==> config.mk <==
export PLATFORM = sky130hd
export DESIGN_NAME = rv32_decode_unit_flat
export DESIGN_NICKNAME = d
export VERILOG_FILES = /design/src/rtl/rv32_decode_unit_pkg.sv /design/src/rtl/rv32_decode_unit_if.sv /design/src/rtl/rv32_decode_unit_imm_gen.sv /design/src/rtl/rv32_decode_unit.sv /design/src/flat_wrapper.sv
export SDC_FILE = /design/constraint.sdc
export NUM_CORES = 1
export LEC_CHECK = 0
export ABC_AREA = 1
export BUFFER_PORTS_ARGS = -buffer_cell sky130_fd_sc_hd__buf_2
export CAP_MARGIN = 0
export CORE_ASPECT_RATIO = 1.2
export CORE_MARGIN = 8
export CORE_UTILIZATION = 46
export DETAILED_ROUTE_END_ITERATION = 6
export MAX_ROUTING_LAYER = met4
export PLACE_DENSITY_LB_ADDON = 0.05
export SYNTH_ARGS = -nofsm -noshare
export SYNTH_HDL_FRONTEND = slang
export SYNTH_HIERARCHICAL = 1
export SYNTH_SLANG_ARGS = --single-unit
export TNS_END_PERCENT = 30
==> constraint.sdc <==
create_clock -name vclk -period 3.2
set_clock_uncertainty 0.2 [all_clocks]
set_input_delay 0 -clock vclk [all_inputs]
set_output_delay 0 -clock vclk [all_outputs]
set_load 0.005 [all_outputs]
==> src/rtl/rv32_decode_unit_pkg.sv <==
// Shared constants for the RV32I decode stage: opcode[6:2] classes,
// ALU/memory opcode encodings and the immediate-format selector.
package rv32_decode_unit_pkg;

    localparam logic [4:0] OPC_LOAD   = 5'd0;
    localparam logic [4:0] OPC_OP_IMM = 5'd4;
    localparam logic [4:0] OPC_AUIPC  = 5'd5;
    localparam logic [4:0] OPC_STORE  = 5'd8;
    localparam logic [4:0] OPC_OP     = 5'd12;
    localparam logic [4:0] OPC_LUI    = 5'd13;
    localparam logic [4:0] OPC_BRANCH = 5'd24;
    localparam logic [4:0] OPC_JALR   = 5'd25;
    localparam logic [4:0] OPC_JAL    = 5'd27;

    // Upper bits are shifter/compare one-hots, low three bits drive the 74x381
    localparam logic [7:0] ALU_NONE = 8'h00;
    localparam logic [7:0] ALU_SLT  = 8'h80;
    localparam logic [7:0] ALU_SLTU = 8'h40;
    localparam logic [7:0] ALU_SLL  = 8'h20;
    localparam logic [7:0] ALU_SRL  = 8'h10;
    localparam logic [7:0] ALU_SRA  = 8'h08;
    localparam logic [7:0] ALU_SUB  = 8'h02;
    localparam logic [7:0] ALU_ADD  = 8'h03;
    localparam logic [7:0] ALU_XOR  = 8'h04;
    localparam logic [7:0] ALU_OR   = 8'h05;
    localparam logic [7:0] ALU_AND  = 8'h06;

    localparam logic [7:0] MEM_NONE = 8'h00;
    localparam logic [7:0] MEM_LB   = 8'h80;
    localparam logic [7:0] MEM_LH   = 8'h40;
    localparam logic [7:0] MEM_LW   = 8'h20;
    localparam logic [7:0] MEM_LBU  = 8'h10;
    localparam logic [7:0] MEM_LHU  = 8'h08;
    localparam logic [7:0] MEM_SB   = 8'h04;
    localparam logic [7:0] MEM_SH   = 8'h02;
    localparam logic [7:0] MEM_SW   = 8'h01;

    typedef enum logic [2:0] {
        IMM_NONE = 3'd0,
        IMM_U    = 3'd1,
        IMM_J    = 3'd2,
        IMM_I    = 3'd3,
        IMM_B    = 3'd4,
        IMM_S    = 3'd5
    } imm_sel_e;

    // Register-register and register-immediate arithmetic share one table;
    // only register ops honour inst[30] as the sub selector.
    function automatic logic [7:0] alu_sel(input logic [2:0] f3, input logic alt, input logic is_reg);
        logic [7:0] sel;
        case (f3)
            3'd0:    sel = (alt && is_reg) ? ALU_SUB : ALU_ADD;
            3'd1:    sel = ALU_SLL;
            3'd2:    sel = ALU_SLT;
            3'd3:    sel = ALU_SLTU;
            3'd4:    sel = ALU_XOR;
            3'd5:    sel = alt ? ALU_SRA : ALU_SRL;
            3'd6:    sel = ALU_OR;
            3'd7:    sel = ALU_AND;
            default: sel = ALU_NONE;
        endcase
        return sel;
    endfunction

endpackage

==> src/rtl/rv32_decode_unit_if.sv <==
// Fetch-to-decode bundle: instruction/operand inputs and decoded control outputs.
interface rv32_decode_unit_if;
    logic [31:0] pc;
    logic [31:0] inst;
    logic [31:0] qa;
    logic        is_lt;
    logic        is_ltu;
    logic        is_zero;
    logic        brh;
    logic [31:0] brh_addr;
    logic        alu_src_1;
    logic        alu_src_2;
    logic [31:0] alu_imm_1;
    logic [31:0] alu_imm_2;
    logic [7:0]  alu_op;
    logic [7:0]  mem_op;
    logic        reg_we;
    logic        load;
    logic        store;

    modport master (
        output pc, inst, qa, is_lt, is_ltu, is_zero,
        input  brh, brh_addr, alu_src_1, alu_src_2, alu_imm_1, alu_imm_2,
               alu_op, mem_op, reg_we, load, store
    );

    modport slave (
        input  pc, inst, qa, is_lt, is_ltu, is_zero,
        output brh, brh_addr, alu_src_1, alu_src_2, alu_imm_1, alu_imm_2,
               alu_op, mem_op, reg_we, load, store
    );
endinterface

==> src/rtl/rv32_decode_unit_imm_gen.sv <==
// Immediate generator: assembles the U/J/I/B/S formats from the upper
// instruction bits and picks one by the decoded format selector.
module rv32_imm_gen
    import rv32_decode_unit_pkg::*;
(
    input  logic [31:7] inst,
    input  imm_sel_e    sel,
    output logic [31:0] imm
);

    // Format mux; unrecognised formats yield zero
    always_comb begin
        imm = 32'd0;
        case (sel)
            IMM_U:   imm = {inst[31:12], 12'd0};
            IMM_J:   imm = {{12{inst[31]}}, inst[19:12], inst[20], inst[30:21], 1'b0};
            IMM_I:   imm = {{20{inst[31]}}, inst[31:20]};
            IMM_B:   imm = {{20{inst[31]}}, inst[7], inst[30:25], inst[11:8], 1'b0};
            IMM_S:   imm = {{20{inst[31]}}, inst[31:25], inst[11:7]};
            default: imm = 32'd0;
        endcase
    end

endmodule

==> src/rtl/rv32_decode_unit.sv <==
// RV32I decode stage: instruction classification, ALU/memory opcodes,
// operand selection and jump/branch resolution. Purely combinational.
module rv32_decode_unit
    import rv32_decode_unit_pkg::*;
(
    input  logic               clk,
    input  logic               rst,
    rv32_decode_unit_if.slave  bus
);

    logic [4:0]  opc_s;
    logic [2:0]  f3_s;
    logic        is_load_s, is_op_imm_s, is_auipc_s, is_store_s, is_op_s;
    logic        is_lui_s, is_branch_s, is_jalr_s, is_jal_s;
    imm_sel_e    imm_sel_s;
    logic [31:0] imm_s;
    logic [31:0] target_s;
    logic        brh_raw_s, cond_s;
    logic [7:0]  alu_op_raw_s, mem_op_raw_s;
    logic        unused_s;

    assign opc_s = bus.inst[6:2];
    assign f3_s  = bus.inst[14:12];

    assign is_load_s   = (opc_s == OPC_LOAD);
    assign is_op_imm_s = (opc_s == OPC_OP_IMM);
    assign is_auipc_s  = (opc_s == OPC_AUIPC);
    assign is_store_s  = (opc_s == OPC_STORE);
    assign is_op_s     = (opc_s == OPC_OP);
    assign is_lui_s    = (opc_s == OPC_LUI);
    assign is_branch_s = (opc_s == OPC_BRANCH);
    assign is_jalr_s   = (opc_s == OPC_JALR);
    assign is_jal_s    = (opc_s == OPC_JAL);

    // Immediate format selection by instruction class
    always_comb begin
        imm_sel_s = IMM_NONE;
        case (opc_s)
            OPC_LUI, OPC_AUIPC:              imm_sel_s = IMM_U;
            OPC_JAL:                         imm_sel_s = IMM_J;
            OPC_JALR, OPC_LOAD, OPC_OP_IMM:  imm_sel_s = IMM_I;
            OPC_BRANCH:                      imm_sel_s = IMM_B;
            OPC_STORE:                       imm_sel_s = IMM_S;
            default:                         imm_sel_s = IMM_NONE;
        endcase
    end

    rv32_imm_gen u_imm_gen (
        .inst (bus.inst[31:7]),
        .sel  (imm_sel_s),
        .imm  (imm_s)
    );

    // Target is computed for every class so it is ready before brh resolves
    assign target_s = (is_jalr_s ? bus.qa : bus.pc) + imm_s;

    assign bus.brh_addr  = {target_s[31:1], 1'b0};
    assign bus.alu_src_1 = is_load_s | is_store_s | is_op_imm_s | is_op_s | is_branch_s;
    assign bus.alu_src_2 = is_op_s | is_branch_s;
    assign bus.alu_imm_1 = (is_auipc_s | is_jal_s | is_jalr_s) ? bus.pc : 32'd0;
    assign bus.alu_imm_2 = (is_jal_s | is_jalr_s) ? 32'd4 : imm_s;

    // Branch condition from the ALU compare flags; f3 2/3 are reserved
    always_comb begin
        cond_s = 1'b0;
        case (f3_s)
            3'd0:    cond_s = bus.is_zero;
            3'd1:    cond_s = !bus.is_zero;
            3'd4:    cond_s = bus.is_lt;
            3'd5:    cond_s = !bus.is_lt;
            3'd6:    cond_s = bus.is_ltu;
            3'd7:    cond_s = !bus.is_ltu;
            default: cond_s = 1'b0;
        endcase
    end

    assign brh_raw_s = is_jal_s | is_jalr_s | (is_branch_s & cond_s);

    // ALU and memory opcode generation
    always_comb begin
        alu_op_raw_s = ALU_NONE;
        mem_op_raw_s = MEM_NONE;
        if (is_op_s || is_op_imm_s) begin
            alu_op_raw_s = alu_sel(f3_s, bus.inst[30], is_op_s);
        end else if (is_branch_s) begin
            alu_op_raw_s = ALU_SUB;
        end else if (is_lui_s || is_auipc_s || is_jal_s || is_jalr_s || is_load_s || is_store_s) begin
            alu_op_raw_s = ALU_ADD;
        end else begin
            alu_op_raw_s = ALU_NONE;
        end
        if (is_load_s) begin
            case (f3_s)
                3'd0:    mem_op_raw_s = MEM_LB;
                3'd1:    mem_op_raw_s = MEM_LH;
                3'd2:    mem_op_raw_s = MEM_LW;
                3'd4:    mem_op_raw_s = MEM_LBU;
                3'd5:    mem_op_raw_s = MEM_LHU;
                default: mem_op_raw_s = MEM_NONE;
            endcase
        end else if (is_store_s) begin
            case (f3_s)
                3'd0:    mem_op_raw_s = MEM_SB;
                3'd1:    mem_op_raw_s = MEM_SH;
                3'd2:    mem_op_raw_s = MEM_SW;
                default: mem_op_raw_s = MEM_NONE;
            endcase
        end else begin
            mem_op_raw_s = MEM_NONE;
        end
    end

    // Reset masks only the side-effecting controls; data paths keep flowing
    always_comb begin
        if (rst) begin
            bus.brh    = brh_raw_s;
            bus.alu_op = alu_op_raw_s;
            bus.mem_op = mem_op_raw_s;
            bus.reg_we = is_lui_s | is_auipc_s | is_jal_s | is_jalr_s | is_load_s | is_op_imm_s | is_op_s;
            bus.load   = is_load_s;
            bus.store  = is_store_s;
        end else begin
            bus.brh    = 1'b0;
            bus.alu_op = 8'h00;
            bus.mem_op = 8'h00;
            bus.reg_we = 1'b0;
            bus.load   = 1'b0;
            bus.store  = 1'b0;
        end
    end

    assign unused_s = clk ^ (^bus.inst[1:0]) ^ target_s[0];

endmodule

==> src/flat_wrapper.sv <==
// flat-port wrapper written by rule: the top's interface ports become plain ports
module rv32_decode_unit_flat import rv32_decode_unit_pkg::*;
  (clk, rst, bus_pc, bus_inst, bus_qa, bus_is_lt, bus_is_ltu, bus_is_zero, bus_brh, bus_brh_addr, bus_alu_src_1, bus_alu_src_2, bus_alu_imm_1, bus_alu_imm_2, bus_alu_op, bus_mem_op, bus_reg_we, bus_load, bus_store);
  rv32_decode_unit_if bus_i ();
  input  logic clk;
  input  logic rst;
  input wire logic [$bits(bus_i.pc)-1:0] bus_pc;
  input wire logic [$bits(bus_i.inst)-1:0] bus_inst;
  input wire logic [$bits(bus_i.qa)-1:0] bus_qa;
  input wire logic [$bits(bus_i.is_lt)-1:0] bus_is_lt;
  input wire logic [$bits(bus_i.is_ltu)-1:0] bus_is_ltu;
  input wire logic [$bits(bus_i.is_zero)-1:0] bus_is_zero;
  output wire logic [$bits(bus_i.brh)-1:0] bus_brh;
  output wire logic [$bits(bus_i.brh_addr)-1:0] bus_brh_addr;
  output wire logic [$bits(bus_i.alu_src_1)-1:0] bus_alu_src_1;
  output wire logic [$bits(bus_i.alu_src_2)-1:0] bus_alu_src_2;
  output wire logic [$bits(bus_i.alu_imm_1)-1:0] bus_alu_imm_1;
  output wire logic [$bits(bus_i.alu_imm_2)-1:0] bus_alu_imm_2;
  output wire logic [$bits(bus_i.alu_op)-1:0] bus_alu_op;
  output wire logic [$bits(bus_i.mem_op)-1:0] bus_mem_op;
  output wire logic [$bits(bus_i.reg_we)-1:0] bus_reg_we;
  output wire logic [$bits(bus_i.load)-1:0] bus_load;
  output wire logic [$bits(bus_i.store)-1:0] bus_store;
  assign bus_i.pc = bus_pc;
  assign bus_i.inst = bus_inst;
  assign bus_i.qa = bus_qa;
  assign bus_i.is_lt = bus_is_lt;
  assign bus_i.is_ltu = bus_is_ltu;
  assign bus_i.is_zero = bus_is_zero;
  assign bus_brh = bus_i.brh;
  assign bus_brh_addr = bus_i.brh_addr;
  assign bus_alu_src_1 = bus_i.alu_src_1;
  assign bus_alu_src_2 = bus_i.alu_src_2;
  assign bus_alu_imm_1 = bus_i.alu_imm_1;
  assign bus_alu_imm_2 = bus_i.alu_imm_2;
  assign bus_alu_op = bus_i.alu_op;
  assign bus_mem_op = bus_i.mem_op;
  assign bus_reg_we = bus_i.reg_we;
  assign bus_load = bus_i.load;
  assign bus_store = bus_i.store;
  rv32_decode_unit u_core (.clk(clk), .rst(rst), .bus(bus_i));
endmodule
==> impl_metrics.prom <==
# TYPE chip_impl_metric gauge
chip_impl_info{name="outcome",value="finished, final reports clean"} 1
chip_impl_metric{name="slew_viol_final",unit=""} 0
chip_impl_info{name="worst_hold_path_type",value="in -> out"} 1
chip_impl_metric{name="antenna-diode-count",unit=""} 0
chip_impl_metric{name="synthToLayoutAreaGrowth",unit="%"} 38.8
chip_impl_metric{name="netlist-cell-type-count",unit=""} 40
chip_impl_metric{name="crit_arrival",unit="ns"} 2.83
chip_impl_metric{name="final_layout_size_suffix_gt1_share",unit="%"} 31.7
chip_impl_metric{name="critical_path_peak_fanout",unit=""} 12
chip_impl_metric{name="die_y",unit="um"} 112
chip_impl_metric{name="reported_leakage_power",unit="nW"} 3.06
chip_impl_metric{name="dr.pass1.iters",unit=""} 7
chip_impl_metric{name="antenna_found_initial",unit=""} 0
chip_impl_metric{name="timing.final.hold_violations",unit=""} 0
chip_impl_metric{name="power.ir.vdd_worst",unit="V"} 0.000109
chip_impl_metric{name="maxClockFrequency",unit="MHz"} 330
chip_impl_metric{name="finalSetupViolCount",unit=""} 0
chip_impl_metric{name="die_area",unit="sq um"} 10700
chip_impl_info{name="rsz0062_at_grt",value="true"} 1
chip_impl_metric{name="dp_cells",unit=""} 1022
chip_impl_info{name="crit_type",value="in -> out"} 1
chip_impl_metric{name="gp_routability_congestion",unit=""} 0.969
chip_impl_metric{name="timing.slew.headroom",unit="%"} 17.9
chip_impl_metric{name="final_net_count",unit=""} 1067
chip_impl_metric{name="grt_overflow_total",unit=""} 0
chip_impl_info{name="cp-end-kind",value="output pin"} 1
chip_impl_info{name="top_cells_by_count_synth",value="sky130_fd_sc_hd__nand2_1 (162), sky130_fd_sc_hd__inv_1 (141), sky130_fd_sc_hd__nor2_1 (134)"} 1
chip_impl_metric{name="clock_buffer_count",unit=""} 0
chip_impl_metric{name="rows",unit=""} 35
chip_impl_metric{name="vias_per_cell",unit=""} 5.28
chip_impl_metric{name="netlist.area_leader.share",unit="%"} 17.2
chip_impl_metric{name="p_per_area",unit="nW/um^2"} 164
chip_impl_metric{name="dp.final_hpwl",unit="um"} 14100
chip_impl_metric{name="drt_first_iter_violations",unit=""} 282
chip_impl_metric{name="design.core.area",unit="sq um"} 7580
chip_impl_metric{name="postSynthAreaPerCell",unit="sq um"} 4.93
chip_impl_metric{name="cap_violations",unit=""} 0
chip_impl_metric{name="drc",unit=""} 0
chip_impl_metric{name="ys.warnings.count",unit=""} 6
chip_impl_metric{name="chipWidth",unit="um"} 95.9
chip_impl_info{name="synth.largest_area_cell",value="sky130_fd_sc_hd__nand2_1"} 1
chip_impl_metric{name="wirelength",unit="um"} 16000
chip_impl_metric{name="ant_nets",unit=""} 0
chip_impl_info{name="yosysMostFrequentCell",value="sky130_fd_sc_hd__nand2_1"} 1
chip_impl_metric{name="setup_total_negative_slack",unit="ns"} 0
chip_impl_metric{name="layout_min_cycle_time",unit="ns"} 3.03
chip_impl_metric{name="timing.final.ws_setup",unit="ns"} 0.172
chip_impl_metric{name="routed_length_per_instance",unit="um"} 15.6
chip_impl_metric{name="preCtsSetupSlack",unit="ns"} 0.0833
chip_impl_metric{name="worst_slew_pin_slew",unit="ns"} 1.23
chip_impl_metric{name="number_of_standard_cells_after_synthesis",unit=""} 716
chip_impl_metric{name="whs",unit="ns"} 0.0816
chip_impl_metric{name="synth_sequential_area_ratio",unit="%"} 0
chip_impl_metric{name="number_of_global_route_vias_before_repair",unit=""} 5547
chip_impl_metric{name="layout.area.seq",unit="sq um"} 0
chip_impl_metric{name="nets_in_the_synthesized_netlist",unit=""} 851
chip_impl_info{name="critPathLaunchType",value="primary input"} 1
chip_impl_metric{name="initial_core_util",unit="%"} 46.6
chip_impl_metric{name="final_cells",unit=""} 1022
chip_impl_info{name="synthTopCellsByArea",value="sky130_fd_sc_hd__nand2_1 (17%), sky130_fd_sc_hd__inv_1 (15%), sky130_fd_sc_hd__nor2_1 (14%)"} 1
chip_impl_metric{name="grt_util_all_layers",unit="%"} 29.1
chip_impl_metric{name="final_min_period_over_clock_period",unit="%"} 94.6
chip_impl_metric{name="grt_pass1_wl",unit="um"} 25000
chip_impl_metric{name="grt_max_degree",unit=""} 33
chip_impl_metric{name="n_sequential_cell",unit=""} 0
chip_impl_metric{name="syn-cell-area",unit="sq um"} 3530
chip_impl_metric{name="required_time_of_the_worst_setup_path",unit="ns"} 3.00
chip_impl_metric{name="vias",unit=""} 5397
chip_impl_metric{name="io-pin-count",unit=""} 219
chip_impl_metric{name="placement.io_buffers",unit=""} 215
==> routing by layer <==
metal	part of all wire, %	vias to the layer above	track usage [%]
met5	0	-	-
met4	3.7	0	11.0
met3	5.1	44	1.28
met2	50	251	50.4
met1	42	2411	33.9
li1	-	2691	-
==> repair_timing <==
action                                 CTS  global route
endpoints found under the hold margin    0             0
hold buffers                             0             0
gates resized for setup                  0            43
setup endpoints to repair                0            18
buffers inserted                         0             0
==> metrics by stage <==
stage          total power [W]  utilization [%]  area [sq um]
2_1_floorplan         0.000447                -          3530
3_5_place_dp          0.000769             62.9          4760
6_report              0.000803             64.6          4890
5_1_grt               0.000889             64.6          4890
3_3_place_gp          0.000759             62.9          4760
4_1_cts               0.000772             62.9          4760
==> worst paths after layout <==
check / startpoint / endpoint / slack [ns] / depth (start not counted)
worst min-delay path: bus_inst[30] / bus_alu_op[4] / 0.08 / 3
worst max-delay path: bus_inst[4] / bus_brh_addr[29] / 0.17 / 18
==> power breakdown <==
part           internal [W]  total, W  switching (W)
registers                 0         0              0
clock network             0         0              0
logic              0.000314  0.000803       0.000489
==> cells in the final DEF (no fill, tap or decap), types with 2 or more instances in the layout <==
cell type,n
sky130_fd_sc_hd__a21oi_2,10
sky130_fd_sc_hd__o21ai_0,55
sky130_fd_sc_hd__o21ai_1,6
sky130_fd_sc_hd__nand3_2,3
sky130_fd_sc_hd__ha_1,29
sky130_fd_sc_hd__a211oi_1,3
sky130_fd_sc_hd__o21a_1,2
sky130_fd_sc_hd__a21oi_1,37
sky130_fd_sc_hd__inv_2,3
sky130_fd_sc_hd__nand2_4,4
sky130_fd_sc_hd__nand3_1,33
sky130_fd_sc_hd__nor3_1,10
sky130_fd_sc_hd__ha_2,3
sky130_fd_sc_hd__nor2_4,2
sky130_fd_sc_hd__nor2_1,126
sky130_fd_sc_hd__o21ai_2,12
sky130_fd_sc_hd__nor2_2,8
sky130_fd_sc_hd__nand2_2,12
sky130_fd_sc_hd__xnor2_1,4
sky130_fd_sc_hd__a31oi_1,3
sky130_fd_sc_hd__nand4_1,3
sky130_fd_sc_hd__buf_2,215
sky130_fd_sc_hd__nand2_1,157
sky130_fd_sc_hd__xor2_1,15
sky130_fd_sc_hd__nor4_1,6
sky130_fd_sc_hd__buf_4,13
sky130_fd_sc_hd__inv_1,139
==> worst max-delay path, stage by stage <==
cell	delay, ns
sky130_fd_sc_hd__buf_2	0.14
sky130_fd_sc_hd__inv_1	0.10
sky130_fd_sc_hd__nor3_1	0.27
sky130_fd_sc_hd__o21ai_0	0.11
sky130_fd_sc_hd__buf_4	0.17
sky130_fd_sc_hd__nand3_1	0.11
sky130_fd_sc_hd__buf_4	0.23
sky130_fd_sc_hd__o21ai_2	0.09
sky130_fd_sc_hd__ha_1	0.35
sky130_fd_sc_hd__a21oi_1	0.24
sky130_fd_sc_hd__o21ai_0	0.20
sky130_fd_sc_hd__a21oi_2	0.19
sky130_fd_sc_hd__nor2_1	0.08
sky130_fd_sc_hd__a211oi_1	0.24
sky130_fd_sc_hd__nand2_1	0.09
sky130_fd_sc_hd__nand2_1	0.06
sky130_fd_sc_hd__nand2_1	0.05
sky130_fd_sc_hd__buf_2	0.12
==> cells by family (layout without fill, tap and decap cells) <==
| group | after synthesis | after routing | share of synthesized area [%] |
|---|---|---|---|
| xor+xnor | 19 | 19 | 4.72 |
| other cells | 1 | 1 | 0.106 |
| simple gates | 367 | 367 | 43.3 |
| compound gates | 138 | 138 | 22.5 |
| buf+inv | 157 | 371 | 17.2 |
| fa+ha+maj | 34 | 34 | 12.3 |
==> cell type report <==
cell class	instances	area [sq um]
multi-input cells	559	3050
fillers	804	2680
repair buffers	229	1190
inverters	142	533
well taps	92	115
No activity file was read; power rests on OpenSTA's default activity.
